<file path="config.mk">
export PLATFORM = sky130hd
export DESIGN_NAME = plic_target
export DESIGN_NICKNAME = d
export VERILOG_FILES = /design/src/rtl/plic_target.sv
export SDC_FILE = /design/constraint.sdc
export NUM_CORES = 1
export LEC_CHECK = 0
export ABC_AREA = 1
export CAP_MARGIN = 20
export CORE_UTILIZATION = 43
export DETAILED_ROUTE_END_ITERATION = 16
export PLACE_DENSITY_LB_ADDON = 0.08
export SKIP_LAST_GASP = 1
export SLEW_MARGIN = 20
export SYNTH_ARGS = -nofsm -noshare
export SYNTH_HDL_FRONTEND = slang
export SYNTH_SLANG_ARGS = --single-unit
</file>
<file path="constraint.sdc">
create_clock -name clk_i -period 39.6 [get_ports clk_i]
set_input_delay 9.9 -clock clk_i [delete_from_list [all_inputs] [get_ports clk_i]]
set_output_delay 9.9 -clock clk_i [all_outputs]
set_load 0.05 [all_outputs]
</file>
<file path="src/rtl/plic_target.sv">
// PLIC per-target resolver: picks the highest-priority eligible source, gates it
// against the threshold, and tracks claim/complete through an in-service bitmap.
module plic_target #(
   parameter  int SRC_NUM    = 31,
   parameter  int PRIO_WIDTH = 3,
   localparam int ID_WIDTH   = $clog2(SRC_NUM + 1)
) (
   input  logic                          clk_i,
   input  logic                          rst_i,
   input  logic [SRC_NUM-1:0]            ip_i,
   input  logic [SRC_NUM-1:0]            ie_i,
   input  logic [SRC_NUM*PRIO_WIDTH-1:0] prio_i,
   input  logic [PRIO_WIDTH-1:0]         thold_i,
   input  logic                          claim_re_i,
   input  logic                          comp_we_i,
   input  logic [ID_WIDTH-1:0]           comp_id_i,
   output logic                          irq_o,
   output logic [ID_WIDTH-1:0]           id_o,
   output logic [ID_WIDTH-1:0]           claim_id_o,
   output logic [SRC_NUM-1:0]            clam_o,
   output logic [SRC_NUM-1:0]            comp_o
);

   logic [PRIO_WIDTH-1:0] prio_arr [SRC_NUM];

   logic                  irq_q, irq_d;
   logic [ID_WIDTH-1:0]   id_q, id_d;
   logic [SRC_NUM-1:0]    ins_q, ins_d;
   logic [SRC_NUM-1:0]    clam_q, clam_d;
   logic [SRC_NUM-1:0]    comp_q, comp_d;
   logic [SRC_NUM-1:0]    set_vec, clr_vec;
   logic [ID_WIDTH-1:0]   best_id;
   logic [PRIO_WIDTH-1:0] best_prio;

   generate
      for (genvar gi = 0; gi < SRC_NUM; gi++) begin : g_prio
         assign prio_arr[gi] = prio_i[gi*PRIO_WIDTH +: PRIO_WIDTH];
      end
   endgenerate

   always_comb begin
      set_vec   = '0;
      clr_vec   = '0;
      best_id   = '0;
      best_prio = '0;
      // Decoding against every legal ID also rejects ID 0 and out-of-range IDs.
      for (int k = 0; k < SRC_NUM; k++) begin
         if (claim_re_i && irq_q && (id_q == ID_WIDTH'(k + 1)))
            set_vec[k] = 1'b1;
         if (comp_we_i && (comp_id_i == ID_WIDTH'(k + 1)) && ins_q[k])
            clr_vec[k] = 1'b1;
      end
      ins_d = (ins_q | set_vec) & ~clr_vec;
      // Strict compare in ascending order: ties keep the lowest ID, prio 0 never wins.
      for (int k = 0; k < SRC_NUM; k++) begin
         if (ip_i[k] && ie_i[k] && !ins_d[k] && (prio_arr[k] > best_prio)) begin
            best_prio = prio_arr[k];
            best_id   = ID_WIDTH'(k + 1);
         end
      end
      id_d   = best_id;
      irq_d  = (best_prio > thold_i);
      clam_d = set_vec;
      comp_d = clr_vec;
   end

   always_ff @(posedge clk_i) begin
      if (rst_i) begin
         irq_q  <= 1'b0;
         id_q   <= '0;
         ins_q  <= '0;
         clam_q <= '0;
         comp_q <= '0;
      end else begin
         irq_q  <= irq_d;
         id_q   <= id_d;
         ins_q  <= ins_d;
         clam_q <= clam_d;
         comp_q <= comp_d;
      end
   end

   assign irq_o      = irq_q;
   assign id_o       = id_q;
   assign claim_id_o = irq_q ? id_q : '0;
   assign clam_o     = clam_q;
   assign comp_o     = comp_q;

endmodule
</file>
==> results of run 1 <==
[synth_stat cells (all sizes together) (10+ instances only)]
master,count
clkbuf,10
dfxtp,99
o21ai,66
a21oi,28
inv,195
nand2,293
nor4,11
or2,23
nand3,171
ha,45
nor2,158
nor3,28
[kinds of logic after synthesis]
logic type / after synthesis / synth area share, %
adders and majority gates: 45 / 7.35
and+or+nand+nor: 700 / 46.2
buffers and inverters: 213 / 10.7
DFF: 99 / 25.9
AOI/OAI and AO/OA: 118 / 9.88
[cell type report]
cell class	count	area, µm²
Clock buffer	11	253
Clock inverter	5	35.0
Fill cell	1297	4180
Inverter	200	767
Multi-Input combinational cell	863	5900
Sequential cell	99	1980
Tap cell	225	282
Timing Repair Buffer	448	3960
[per-stage QoR]
stage | util [%] | power, W
2_1_floorplan | - | 0.000373
3_3_place_gp | 66.6 | 0.000494
3_5_place_dp | 66.6 | 0.000504
4_1_cts | 70.5 | 0.000609
5_1_grt | 75.9 | 0.000751
6_report | 75.9 | 0.000700
[power breakdown]
group | internal [W] | switching [W]
clock | 0.0000461 | 0.0000369
sequential | 0.000103 | 0.00000623
combinational | 0.000246 | 0.000261
total | 0.000395 | 0.000304
[how the worst min path moves through the flow]
stage | from | to | slack [ns] | cells after the start
2_1_floorplan | ins_q[19]$_SDFF_PP0_ | comp_o[19]$_SDFF_PP0_ | 0.44 | 2
3_3_place_gp | ins_q[15]$_SDFF_PP0_ | comp_o[15]$_SDFF_PP0_ | 0.45 | 2
3_5_place_dp | ins_q[15]$_SDFF_PP0_ | comp_o[15]$_SDFF_PP0_ | 0.46 | 2
4_1_cts | ins_q[29]$_SDFF_PP0_ | comp_o[29]$_SDFF_PP0_ | 0.47 | 2
5_1_grt | ins_q[21]$_SDFF_PP0_ | comp_o[21]$_SDFF_PP0_ | 0.50 | 2
6_report | ins_q[29]$_SDFF_PP0_ | comp_o[29]$_SDFF_PP0_ | 0.47 | 2
[state kept, by name (all words and copies together) (netlist names)]
name,cells
clam_o,31
comp_o,31
id_o,5
ins_q,31
irq_o,1
[per-layer routing]
metal	share of wire (%)	global-route usage, %	routed length (µm)	up-vias
met5	0	0	0	-
met4	2.1	7.55	540	0
met3	5.8	4.38	1480	39
met2	50	45.6	12700	278
met1	42	32.4	10900	4100
li1	-	-	-	4682
[critical path, delay by kind of cell]
kind            cells  cell delay, ns
simple gates      150           14.84
fa+ha+maj          31            8.17
compound gates     47            5.69
buf+inv            21            1.51
[timing repair]
| item | CTS | global route |
|---|---|---|
| buffers inserted | 27 | 40 |
| gates resized for setup | 55 | 157 |
| endpoints found under the setup margin | 6 | 6 |
| pin swaps | 74 | 181 |
==> flow_metrics.py, run 1 <==
metrics = {
    "floorplan": {
        "dieWidth_um": 135,
        "die-area_mm2": 0.0183,
        "initial_core_util_pct": 44.1,
        "core_mm2": 0.0174,
        "die_h_um": 135,
        "io_pins": 240,
        "rows": 48,
    },
    "cells_and_area": {
        "final-instance-count-excl-fill": 1851,
        "final_cell_mix": "clkdlybuf4s50_1, buf_4, nand2_1, inv_1, nor2_1",
        "area_growth_syn_to_layout_pct": 72.1,
        "drive_gt1_share_pct": 35.4,
        "fin_nets": 1833,
        "final_cell_area_mm2": 0.0132,
        "final_common_cell": "clkdlybuf4s50_1",
        "antenna_cells": 0,
    },
    "placed_design": {
        "dp_hpwl_mm": 19.5,
        "gp_congestion": 0.926,
        "dpl_cell_area_mm2": 0.0116,
        "numPortBuffers": 239,
        "dp_cells": 1770,
        "place_ws_ns": -2.01,
    },
    "timing": {
        "drv_slew": 0,
        "hold_violations": 0,
        "worstMarginPinSlew_ns": 0.956,
        "setup_tns_ns": -0.488,
        "max_freq_mhz": 24.9,
        "finalSetupViolations": 1,
        "fin_crit_ns": 40.09,
        "hold_slack_ns": 0.471,
        "fin_crit_sh_pct": 101,
        "relSlewSlack_pct": 36.3,
        "rsz0062_at_grt": "true",
        "skew_ns": 0.00539,
        "fin_ws_ns": -0.488,
    },
    "drt": {
        "wl_per_cell_um": 13.8,
        "ant_nets": 0,
        "routed_wl_mm": 25.6,
        "drt_pass1_iterations": 7,
        "vias": 9099,
        "drt_iter0_markers": 509,
        "drc": 0,
        "viasPerCell": 4.92,
    },
    "hold_path": {
        "hp-class": "reg -> reg",
    },
    "setup_path": {
        "regToRegSetupSlack_ns": 8.69,
        "setup.worst_path.start_class": "input port",
        "worstSetupEndpoint": "irq_o$_SDFF_PP0_",
        "crit_path_max_fanout": 7,
        "rr_worst_depth": 248,
        "r2r_start": "id_o[0]$_SDFF_PP0_",
        "crit_required_ns": 39.78,
        "startpoint": "comp_id_i[3]",
        "slowest_delay_ns": 0.35,
        "r2r_end": "irq_o$_SDFF_PP0_",
        "cp_slowest_cell": "ha_1",
        "cpMostUsedCell": "nand2_2",
        "criticalPathCategory": "in -> reg",
        "cp.arrival_ns": 40.26,
        "cp-end-kind": "flip-flop",
    },
    "cts": {
        "insertion_delay_ns": 0.34,
        "ctsLongestPathBuffers": 2,
        "cts_tree": "yes",
        "cts_inserted_buffers": 9,
        "htree_levels": 3,
        "cts.sink_count": 99,
        "holdBufCountCts": 0,
        "path_clk_slew_ns": 0.06,
        "cts-root-buf": "clkbuf_16",
    },
    "pwr": {
        "ir_drop_mv": 0.0427,
        "leakagePower_nw": 6.26,
        "powerDensity_mw_per_mm2": 53.1,
    },
    "global_route": {
        "grt_pass1_vias": 8131,
        "antenna_found_initial": 0,
        "gr-usage-all-layers_pct": 26.0,
        "grt_max_degree": 99,
        "overflow": 0,
        "grt_pass1_wl_mm": 37.9,
    },
    "synthesis": {
        "syn_area_per_cell_um2": 6.52,
        "synth_top_area_cell": "dfxtp_1",
        "syn_inst": 1175,
        "synth_seq_cells": 99,
        "synth_edf_count": 0,
        "yosysSeqAreaShare_pct": 25.9,
        "netlist.area_leader.share_pct": 25.9,
        "synth_ff_type": "dfxtp_1",
        "synth_nets": 1387,
        "netlist_area_mm2": 0.00766,
        "ys_types": 43,
        "yosys_warnings": 0,
        "synth_area_leaders": "dfxtp_1, nand2_1, nand3_1, inv_1, nor2_1",
        "async_flop_share_pct": 0,
    },
    "status": {
        "violations": "negative setup slack",
        "status": "finished, violations left",
    },
    "job": {
        "maxCapViolCount": 0,
    },
}
Power figures use the tool's default switching activity.
==> inputs of run 2 (changes only) <==
--- a/config.mk
+++ b/config.mk
@@ -10,6 +10,7 @@
 export CORE_UTILIZATION = 43
 export DETAILED_ROUTE_END_ITERATION = 16
 export PLACE_DENSITY_LB_ADDON = 0.08
+export SETUP_SLACK_MARGIN = 0.1
 export SKIP_LAST_GASP = 1
 export SLEW_MARGIN = 20
 export SYNTH_ARGS = -nofsm -noshare
==> run 2 against run 1 <==
Effect of this change:
- the run still ends with negative setup slack left
- routed wire length is 0.32% lower
- sequential cell count stayed put
- register-to-register slack improved by 0.41 ns
- final cell count rose by 1.1%
- first-iteration DRC count rose by 0.59%
==> flow_metrics.py, run 2 (synthesis results as in run 1) <==
metrics = {
    "cts": {
        "ctsLongestPathBuffers": 2,
        "path_clk_slew_ns": 0.07,
        "htree_levels": 3,
        "cts_inserted_buffers": 9,
        "insertion_delay_ns": 0.34,
        "cts_tree": "yes",
        "cts.sink_count": 99,
        "cts-root-buf": "clkbuf_16",
    },
    "status": {
        "status": "finished, violations left",
        "violations": "negative setup slack",
    },
    "drt": {
        "routed_wl_mm": 25.5,
        "drc": 0,
        "viasPerCell": 4.89,
        "ant_nets": 0,
        "wl_per_cell_um": 13.6,
        "drt_pass1_iterations": 5,
        "drt_iter0_markers": 512,
        "vias": 9146,
    },
    "setup_path": {
        "crit_required_ns": 39.85,
        "cp_num_cells": 247,
        "cp_slowest_cell": "ha_1",
        "cp.arrival_ns": 39.89,
        "slowest_delay_ns": 0.34,
        "cpMostUsedCell": "nand2_2",
        "critPathTopFamily": "simple AND/OR/NAND/NOR gates",
        "crit_path_max_fanout": 7,
        "cp-end-kind": "flip-flop",
        "setup.worst_path.start_class": "input port",
        "criticalPathCategory": "in -> reg",
        "critPathBufInv": 27,
        "rr_worst_depth": 245,
    },
    "floorplan": {
        "core_mm2": 0.0174,
        "dieWidth_um": 135,
        "die_h_um": 135,
        "rows": 48,
        "io_pins": 240,
        "initial_core_util_pct": 44.1,
        "die-area_mm2": 0.0183,
    },
    "placed_design": {
        "numPortBuffers": 239,
        "dpl_cell_area_mm2": 0.0115,
        "dp_hpwl_mm": 19.4,
        "place_ws_ns": -1.60,
        "gp_congestion": 0.905,
    },
    "timing": {
        "drv_slew": 0,
        "worstMarginPinSlew_ns": 0.957,
        "fin_crit_sh_pct": 100,
        "hold_slack_ns": 0.470,
        "fin_ws_ns": -0.0393,
        "relSlewSlack_pct": 36.2,
        "max_freq_mhz": 25.2,
        "finalSetupViolations": 1,
        "fin_crit_ns": 39.64,
        "rsz0062_at_grt": "true",
        "skew_ns": 0.00549,
        "setup_tns_ns": -0.0393,
        "hold_violations": 0,
    },
    "cells_and_area": {
        "final_cell_area_mm2": 0.0132,
        "fillers": 1341,
        "utilization_pct": 76.3,
        "antenna_cells": 0,
        "area_growth_syn_to_layout_pct": 72.8,
        "drive_gt1_share_pct": 35.4,
        "final_cell_mix": "buf_4, clkdlybuf4s50_1, nand2_1, inv_1, nor2_1",
        "fin_nets": 1853,
        "final_common_cell": "buf_4",
        "regArea_mm2": 0.00198,
        "multi_input_area_mm2": 0.00578,
    },
    "hold_path": {
        "hp-class": "reg -> reg",
        "hold_path_depth": 2,
    },
    "pwr": {
        "leakagePower_nw": 6.35,
        "ir_drop_mv": 0.0440,
        "powerDensity_mw_per_mm2": 54.3,
    },
    "global_route": {
        "gr-usage-all-layers_pct": 26.8,
        "grt_pass1_vias": 8366,
        "grt_pass1_wl_mm": 38.9,
        "antenna_found_initial": 0,
        "grt_max_degree": 99,
        "overflow": 0,
    },
    "job": {
        "maxCapViolCount": 0,
    },
}
run 2: through the flow:
step	power [W]	instances
after global routing	0.000772	1871
after detailed placement	0.000507	1764
after global placement	0.000498	1764
final	0.000719	1871
after floorplan	0.000375	1175
after CTS	0.000646	1843
run 2: path summary, 6_finish.rpt:
check / from / end / slack [ns]
max: comp_id_i[3] / irq_o$_SDFF_PP0_ / -0.04
min: ins_q[5]$_SDFF_PP0_ / comp_o[5]$_SDFF_PP0_ / 0.47
max reg2reg: id_o[0]$_SDFF_PP0_ / irq_o$_SDFF_PP0_ / 9.10
min reg2reg: ins_q[5]$_SDFF_PP0_ / comp_o[5]$_SDFF_PP0_ / 0.47
run 2: layout make-up:
class / count / area share (%)
tap: 225 / 2.13
multi-input combinational: 863 / 43.7
inverter: 200 / 5.82
clock buffer: 10 / 1.81
sequential: 99 / 15.0
clock inverter: 6 / 0.539
timing repair buffer: 468 / 31.0
run 2: power by group:
part	internal [W]	switching, W
Clock	0.0000514	0.0000373
Sequential	0.000103	0.00000594
Combinational	0.000256	0.000265
Total	0.000411	0.000308
run 2: worst min-delay path, cell delays in order (launching register included):
cell,delay (ns)
dfxtp_1,0.30
inv_1,0.07
nor4_1,0.05
run 2: per-layer routing:
layer | GRT usage, % | part of all wire, % | up-vias
met4 | 7.49 | 2.1 | 0
met2 | 48.1 | 50 | 263
met3 | 4.19 | 6.2 | 30
met5 | 0 | 0 | -
met1 | 32.7 | 42 | 4142
li1 | - | - | 4711
run 2: timing repair:
item                                    CTS  global route
hold buffers                              0             0
pin swaps                               114           138
endpoints found under the setup margin    6             6
gates resized for setup                  65           127
setup buffers                            63            30
